===== src/rtl/ahb_slave_bus_adapter.sv =====
// AHB-Lite slave front end: turns AHB address/data phases into memory-side write/read strobes.
// The memory behind it returns DOUT one cycle after RD.
module ahb_slave_bus_adapter #(
   parameter int ADDR_BITS = 24,
   parameter int DATA_BITS = 32
) (
   input  logic                   clk,
   input  logic                   reset,
   input  logic                   HSEL,
   input  logic [31:0]            HADDR,
   input  logic [1:0]             HTRANS,
   input  logic                   HWRITE,
   input  logic [2:0]             HSIZE,
   input  logic [2:0]             HBURST,
   input  logic [DATA_BITS-1:0]   HWDATA,
   input  logic                   HREADY,
   output logic                   HREADYOUT,
   output logic                   HRESP,
   output logic [DATA_BITS-1:0]   HRDATA,
   output logic                   WR,
   output logic [ADDR_BITS-1:0]   ADDR_WR,
   output logic [DATA_BITS-1:0]   DIN,
   output logic [DATA_BITS/8-1:0] BSEL,
   output logic                   RD,
   output logic [ADDR_BITS-1:0]   ADDR_RD,
   input  logic [DATA_BITS-1:0]   DOUT
);
   localparam int NB = DATA_BITS / 8;
   localparam int LB = $clog2(NB);

   typedef enum logic [2:0] {
      S_IDLE   = 3'd0,
      S_WDATA  = 3'd1,
      S_RDATA  = 3'd2,
      S_RDEFER = 3'd3,
      S_ERR1   = 3'd4,
      S_ERR2   = 3'd5
   } state_t;

   state_t               state;
   logic [ADDR_BITS-1:0] a_addr;
   logic [2:0]           a_size;
   logic                 a_write;
   logic                 accepting;
   logic                 take;
   logic                 err;
   logic                 rd_issue;
   logic                 wr_active;
   logic                 unused_ok;

   // Low address bits that must be zero for a naturally aligned transfer of this size.
   function automatic logic [LB-1:0] size_mask(input logic [2:0] size);
      logic [LB-1:0] m;
      for (int i = 0; i < LB; i++) begin
         m[i] = (i < int'(size));
      end
      return m;
   endfunction

   function automatic logic [NB-1:0] lane_sel(input logic [2:0] size, input logic [LB-1:0] off);
      logic [NB-1:0] m;
      int            lo;
      int            n;
      lo = int'(off);
      n  = 32'd1 << size;
      for (int i = 0; i < NB; i++) begin
         m[i] = (i >= lo) && (i < lo + n);
      end
      return m;
   endfunction

   // ERR1 and RDEFER hold HREADY low, so only these states can see a new address phase.
   assign accepting = (state == S_IDLE) || (state == S_WDATA) || (state == S_RDATA) || (state == S_ERR2);
   assign take      = HSEL && HTRANS[1] && HREADY && accepting;
   assign err       = take && ((HSIZE > 3'(LB)) || ((HADDR[LB-1:0] & size_mask(HSIZE)) != '0));
   assign rd_issue  = take && !HWRITE && !err && (state != S_WDATA) && !reset;
   assign wr_active = (state == S_WDATA) && a_write;
   assign unused_ok = &{1'b0, HBURST, HADDR[31:ADDR_BITS]};

   // Transfer FSM and address-phase capture.
   always_ff @(posedge clk or posedge reset) begin
      if (reset) begin
         state   <= S_IDLE;
         a_addr  <= '0;
         a_size  <= 3'd0;
         a_write <= 1'b0;
      end else begin
         if (take) begin
            a_addr  <= HADDR[ADDR_BITS-1:0];
            a_size  <= HSIZE;
            a_write <= HWRITE;
         end
         case (state)
            S_IDLE, S_WDATA, S_RDATA, S_ERR2: begin
               if (!take)                 state <= S_IDLE;
               else if (err)              state <= S_ERR1;
               else if (HWRITE)           state <= S_WDATA;
               else if (state == S_WDATA) state <= S_RDEFER;
               else                       state <= S_RDATA;
            end
            S_RDEFER: state <= S_RDATA;
            S_ERR1:   state <= S_ERR2;
            default:  state <= S_IDLE;
         endcase
      end
   end

   // Strobe and response decode; a read behind a write is replayed from a_addr in RDEFER.
   always_comb begin
      HREADYOUT = 1'b1;
      HRESP     = 1'b0;
      HRDATA    = '0;
      WR        = 1'b0;
      ADDR_WR   = '0;
      DIN       = '0;
      BSEL      = '0;
      RD        = 1'b0;
      ADDR_RD   = '0;
      if (wr_active) begin
         WR      = 1'b1;
         ADDR_WR = a_addr;
         DIN     = HWDATA;
         BSEL    = lane_sel(a_size, a_addr[LB-1:0]);
      end else begin
         WR = 1'b0;
      end
      if (state == S_RDEFER) begin
         RD        = 1'b1;
         ADDR_RD   = a_addr;
         HREADYOUT = 1'b0;
      end else if (rd_issue) begin
         RD      = 1'b1;
         ADDR_RD = HADDR[ADDR_BITS-1:0];
      end else begin
         RD = 1'b0;
      end
      if (state == S_RDATA) begin
         HRDATA = DOUT;
      end else begin
         HRDATA = '0;
      end
      if (state == S_ERR1) begin
         HRESP     = 1'b1;
         HREADYOUT = 1'b0;
      end else if (state == S_ERR2) begin
         HRESP = 1'b1;
      end else begin
         HRESP = 1'b0;
      end
   end
endmodule

===== config.mk =====
export PLATFORM = sky130hd
export DESIGN_NAME = ahb_slave_bus_adapter
export DESIGN_NICKNAME = d
export VERILOG_FILES = /design/src/rtl/ahb_slave_bus_adapter.sv
export SDC_FILE = /design/constraint.sdc
export NUM_CORES = 1
export LEC_CHECK = 0
export ABC_CLOCK_PERIOD_IN_PS = 2900
export BUFFER_PORTS_ARGS = -buffer_cell sky130_fd_sc_hd__buf_2
export CORE_AREA = 2 2 88 90
export CTS_BUF_LIST = sky130_fd_sc_hd__clkbuf_8
export CTS_CLUSTER_SIZE = 16
export DETAILED_ROUTE_END_ITERATION = 16
export DIE_AREA = 0 0 90 92
export GPL_TIMING_DRIVEN = 1
export PLACE_DENSITY_LB_ADDON = 0.05
export SLEW_MARGIN = 20
export SYNTH_ARGS = -nofsm -noshare
export SYNTH_HDL_FRONTEND = slang
export SYNTH_SLANG_ARGS = --single-unit

===== constraint.sdc =====
create_clock -name clk -period 2.9 [get_ports clk]
set_input_delay 0.145 -clock clk [delete_from_list [all_inputs] [get_ports clk]]
set_output_delay 0.145 -clock clk [all_outputs]
set_load 0.1 [all_outputs]

Word-level counts from Yosys, hierarchy flattened
Cells that the tools add are included.
{"block": "classes", "addsub": 1, "n_lt_le_gt_ge": 10, "eq_ne": 6, "shifts": 1, "n_mux": 18, "n_bitwise": 1, "n_reduce_logical": 22}
{"op": "$mux W24", "n": 3}
{"op": "$lt A3 B32 Y1 const A", "n": 2}
{"op": "$mux W32", "n": 2}
{"op": "$add A3 B32 Y32", "n": 1}
{"op": "$lt A1 B32 Y1 const A", "n": 1}
{"op": "$lt A2 B32 Y1 const A", "n": 1}
{"op": "$shl A1 B3 Y32 const A", "n": 1}
{"op": "$logic_and A1 B1 Y1", "n": 12}
{"op": "$pmux W3 S3", "n": 1}
{"op": "$mux W1", "n": 8}
{"op": "$eq A3 B2 Y1 const B", "n": 2}
{"op": "$eq A3 B3 Y1 const B", "n": 2}
{"op": "$lt A1 B3 Y1 const A", "n": 2}
{"op": "$mux W3", "n": 2}
{"op": "$ge A1 B2 Y1 const A", "n": 2}
{"op": "$logic_or A1 B1 Y1", "n": 4}
{"op": "$mux W4", "n": 1}
{"op": "$reduce_or A4 Y1", "n": 1}
{"op": "$eq A3 B1 Y1 const B", "n": 1}
{"op": "$gt A3 B2 Y1 const B", "n": 1}
{"op": "$logic_not A1 Y1", "n": 3}
{"op": "$logic_not A3 Y1", "n": 1}
{"op": "$ne A3 B1 Y1 const B", "n": 1}
{"op": "$and A2 B2 Y2", "n": 1}
{"op": "3 further kinds", "n": 3}
{"block": "word_totals", "register_bits": 31, "in_bits": 109, "output_inout_bits": 120, "elab_cells": 63}

Longest topological paths before layout
{"block": "logic_depth", "ltp_word": 12, "mapped_depth": 8, "depth_no_buf": 8}

Least setup slack after synthesis
Ideal clock, no wire load.
{"block": "synth_timing", "path_kind": "reg-to-output", "from": "reg a_size[2]", "to": "out BSEL[2]", "arrival_time_ns": 3.701, "slack_ns": -0.946, "path_stages_with_launch": 7, "path_buffers": 0, "cell_sequence": "dfrtp_1 > nor3_1 > ha_1 > inv_1 > fa_1 > nand2b_1 > a221oi_1"}
{"block": "synth_between", "elab_chain_len": 5}
{"element": "from (decl)", "line": "42", "source": "logic [2:0] a_size;"}
{"element": "from (signal assigned)", "line": "85", "source": "a_size <= 3'd0;"}
{"element": "from (signal assigned)", "line": "90", "source": "a_size <= HSIZE;"}
{"element": "$shl A1 B3 Y32", "line": "65", "source": "n = 32'd1 << size;"}
{"element": "$add A3 B32 Y32", "line": "67", "source": "m[i] = (i >= lo) && (i < lo + n);"}
{"element": "$lt A3 B32 Y1", "line": "67"}
{"element": "$logic_and A1 B1 Y1", "line": "67"}
{"element": "$mux W4", "line": "119", "source": "if (wr_active) begin"}
{"element": "to (decl)", "line": "23", "source": "output logic [DATA_BITS/8-1:0] BSEL,"}
No other way between the ends.

Final worst setup path
Same ends and word-level chain as after synthesis.

==> out/metrics.cfg <==
[status]
status=finished, final reports clean

[clock_network]
clk_pin_slew_ns=0.07
postCtsSetupBuffers=0
numCtsBuffers=5
cts_buffer_depth=2
tritoncts=built
cts_sinks=31
htreeDepth=2
clk_latency_ns=0.28
postCtsHoldBufs=0
cts-root-buf=clkbuf_8
ctsResizeCount=0

[layout]
num_antenna_cells=0
fill_cells=708
fin_nets=558
utilization=0.5334
drive_gt1_frac=0.6040
design_area_sq_um=3973
area_delta_synth_final_pct=75.80
instances_no_fill=549

[placement]
dp_slack_ns=0.5933
dpl-instance-area_sq_um=3872
dp_hpwl_um=5778
place_congestion=0.7204
place_inst=541
portBuffers=216

[sta]
whs_ns=0.04247
drv_slew=0
slew_headroom=0.4369
finalSetupViolations=0
fin_ws_ns=0.3022
skew_ns=0.006240
fmax_mhz=384.9
hold_viol_final=0
fin_crit_sh=0.8958
setup_tns_ns=0
tightest_slew_ns=0.8438
grt_setup_unrepaired=no
period_needed_ns=2.598

[pwr]
leakagePower_nw=2.187
p_total_mw=3.128
peakVddDrop_v=0.0003791
p_per_area_nw_per_um2=787.3

[global_routing]
grt_start_max_net_pins=57
grt_pass1_vias=2185
grt_pass1_wl_um=10910
antenna_found_initial=0
overflow=0
globalRouteTotalUtil=0.1624

[synth]
syn_area_per_cell_sq_um=9.825
seq_area_frac_synth=0.3433
yosys.area.top_type=dfrtp_1
ys_top_cells_by_area=dfrtp_1 34%, and2_1 24%, mux2_2 12%, a22o_1 9.3%, buf_6 2.0%
synth.distinct_cells=35
synth-seq-cells=31
ys_warn_count=0
synth_top_cell_area_share=0.3433
synth_cells=230
synthesis.nets=342
netlist_area_sq_um=2260

[worst_setup_path]
end_kind=output port
cp_data_required_time_ns=2.76
worst_ep_arrival_time_ns=2.45
critPathMaxFanout=4
start_kind=register
critPathKind=reg -> out
crit_buf_inv=2
cp_cell_sequence=nor3_1 -> ha_1 -> inv_1 -> fa_1 -> nand2b_1 -> a221oi_2 -> buf_2
critPathMaxStageDelay_ns=0.47
cp_slowest_cell=buf_2
reg2regPathDepth=3
critical_path_depth=7
cp_top_family=adder cells

[floorplanning]
die_x_um=90
ios=229
dieArea_sq_um=8280
start_util=0.3034
core_area_sq_um=7447
die_y_um=92
num_rows=32

[detailed_routing]
wl_per_cell_um=13.17
firstDrtPassIters=4
route.detailed.drc=0
wl_um=7231
via_per_inst=4.432
drt-initial-drc-count=64
postRouteAntennaNets=0
vias=2433

[job]
max_cap_violations=0

[min_path]
hold_class=in -> async

[worst reg2reg max path, stage by stage, from the launching register on]
cell     delay [ns]
dfrtp_1        0.44
mux2i_2        0.31
and4_1         0.78
mux2_2         0.43
[area by class of cell]
cell class | instances | area, sq um | share of cell area
clock inverter | 1 | 3.754 | 0.0009449
inverter | 5 | 18.77 | 0.004724
sequential | 31 | 775.7 | 0.1953
timing repair buffer | 225 | 1554 | 0.3912
multi-input combinational | 178 | 1396 | 0.3515
clock buffer | 7 | 96.34 | 0.02425
tap | 102 | 127.6 | 0.03213
[sequential cells by signal, summed over array words and instances (netlist names)]
register	count
a_size	3
state	3
a_write	1
a_addr	24
[cells in the mapped netlist, drive strengths merged]
library cell,number
a22o,24
a211oi,2
nor3b,1
mux2,27
and4,1
clkbuf,10
mux2i,1
a21o,1
inv,5
o21ba,1
o21ai,1
nor3,4
nor2,5
nand2,3
dfrtp,31
a221oi,1
and2b,1
o211ai,1
nand4,1
buf,6
nor2b,2
nand3b,2
fa,1
or3,1
o21bai,1
nand2b,3
o32ai,1
a21oi,2
ha,2
or2,1
and2,87
[routing by layer]
metal / wire, um / global-route usage / share of wire
met1: 2974 / 0.2006 / 0.41
met2: 3628 / 0.2794 / 0.50
met3: 615 / 0.05588 / 0.085
met4: 12 / 0.02692 / 0.0017
met5: 0 / 0 / 0
[cell usage in the layout, fill, tap and decap left out, types with 2 or more instances in the layout]
master	netlist	final
dfrtp_1	31	31
clkbuf_8	0	7
nand2b_1	3	3
inv_1	5	6
a22o_1	24	24
buf_2	2	189
ha_1	2	2
buf_4	0	9
nor3_1	3	2
and2_1	87	87
nor2_1	5	4
nand3b_1	2	2
mux2_2	25	25
a21oi_1	2	2
mux2_4	2	2
nand2_1	3	3
buf_12	0	27
[kinds of logic after synthesis]
family,count (synthesis),synth area share
flip-flops,31,0.3433
multiplexers,28,0.1440
AND/OR/NAND/NOR,112,0.3151
buffers and inverters,21,0.04928
AO/OA/AOI/OAI,35,0.1285
adder cells (fa/ha/maj),3,0.01993
[final timing paths]
kind	start	endpoint	slack, ns
worst max register to register	state[0]	a_addr[23]	0.83
worst max-delay path	a_size[2]	BSEL[2]	0.30
worst min-delay path	reset	state[1]	0.04
worst min register to register	a_addr[2]	a_addr[2]	0.52
max in group asynchronous	reset	a_addr[8]	2.18
min in group clk	HADDR[5]	a_addr[5]	0.11
[power by group]
group	total, mW	switching, mW	internal (mW)
Clock	0.370	0.157	0.213
Combinational	1.98	1.51	0.472
Sequential	0.780	0.159	0.621
Total	3.13	1.82	1.31
Note: power is estimated with default switching activity, not from simulation.
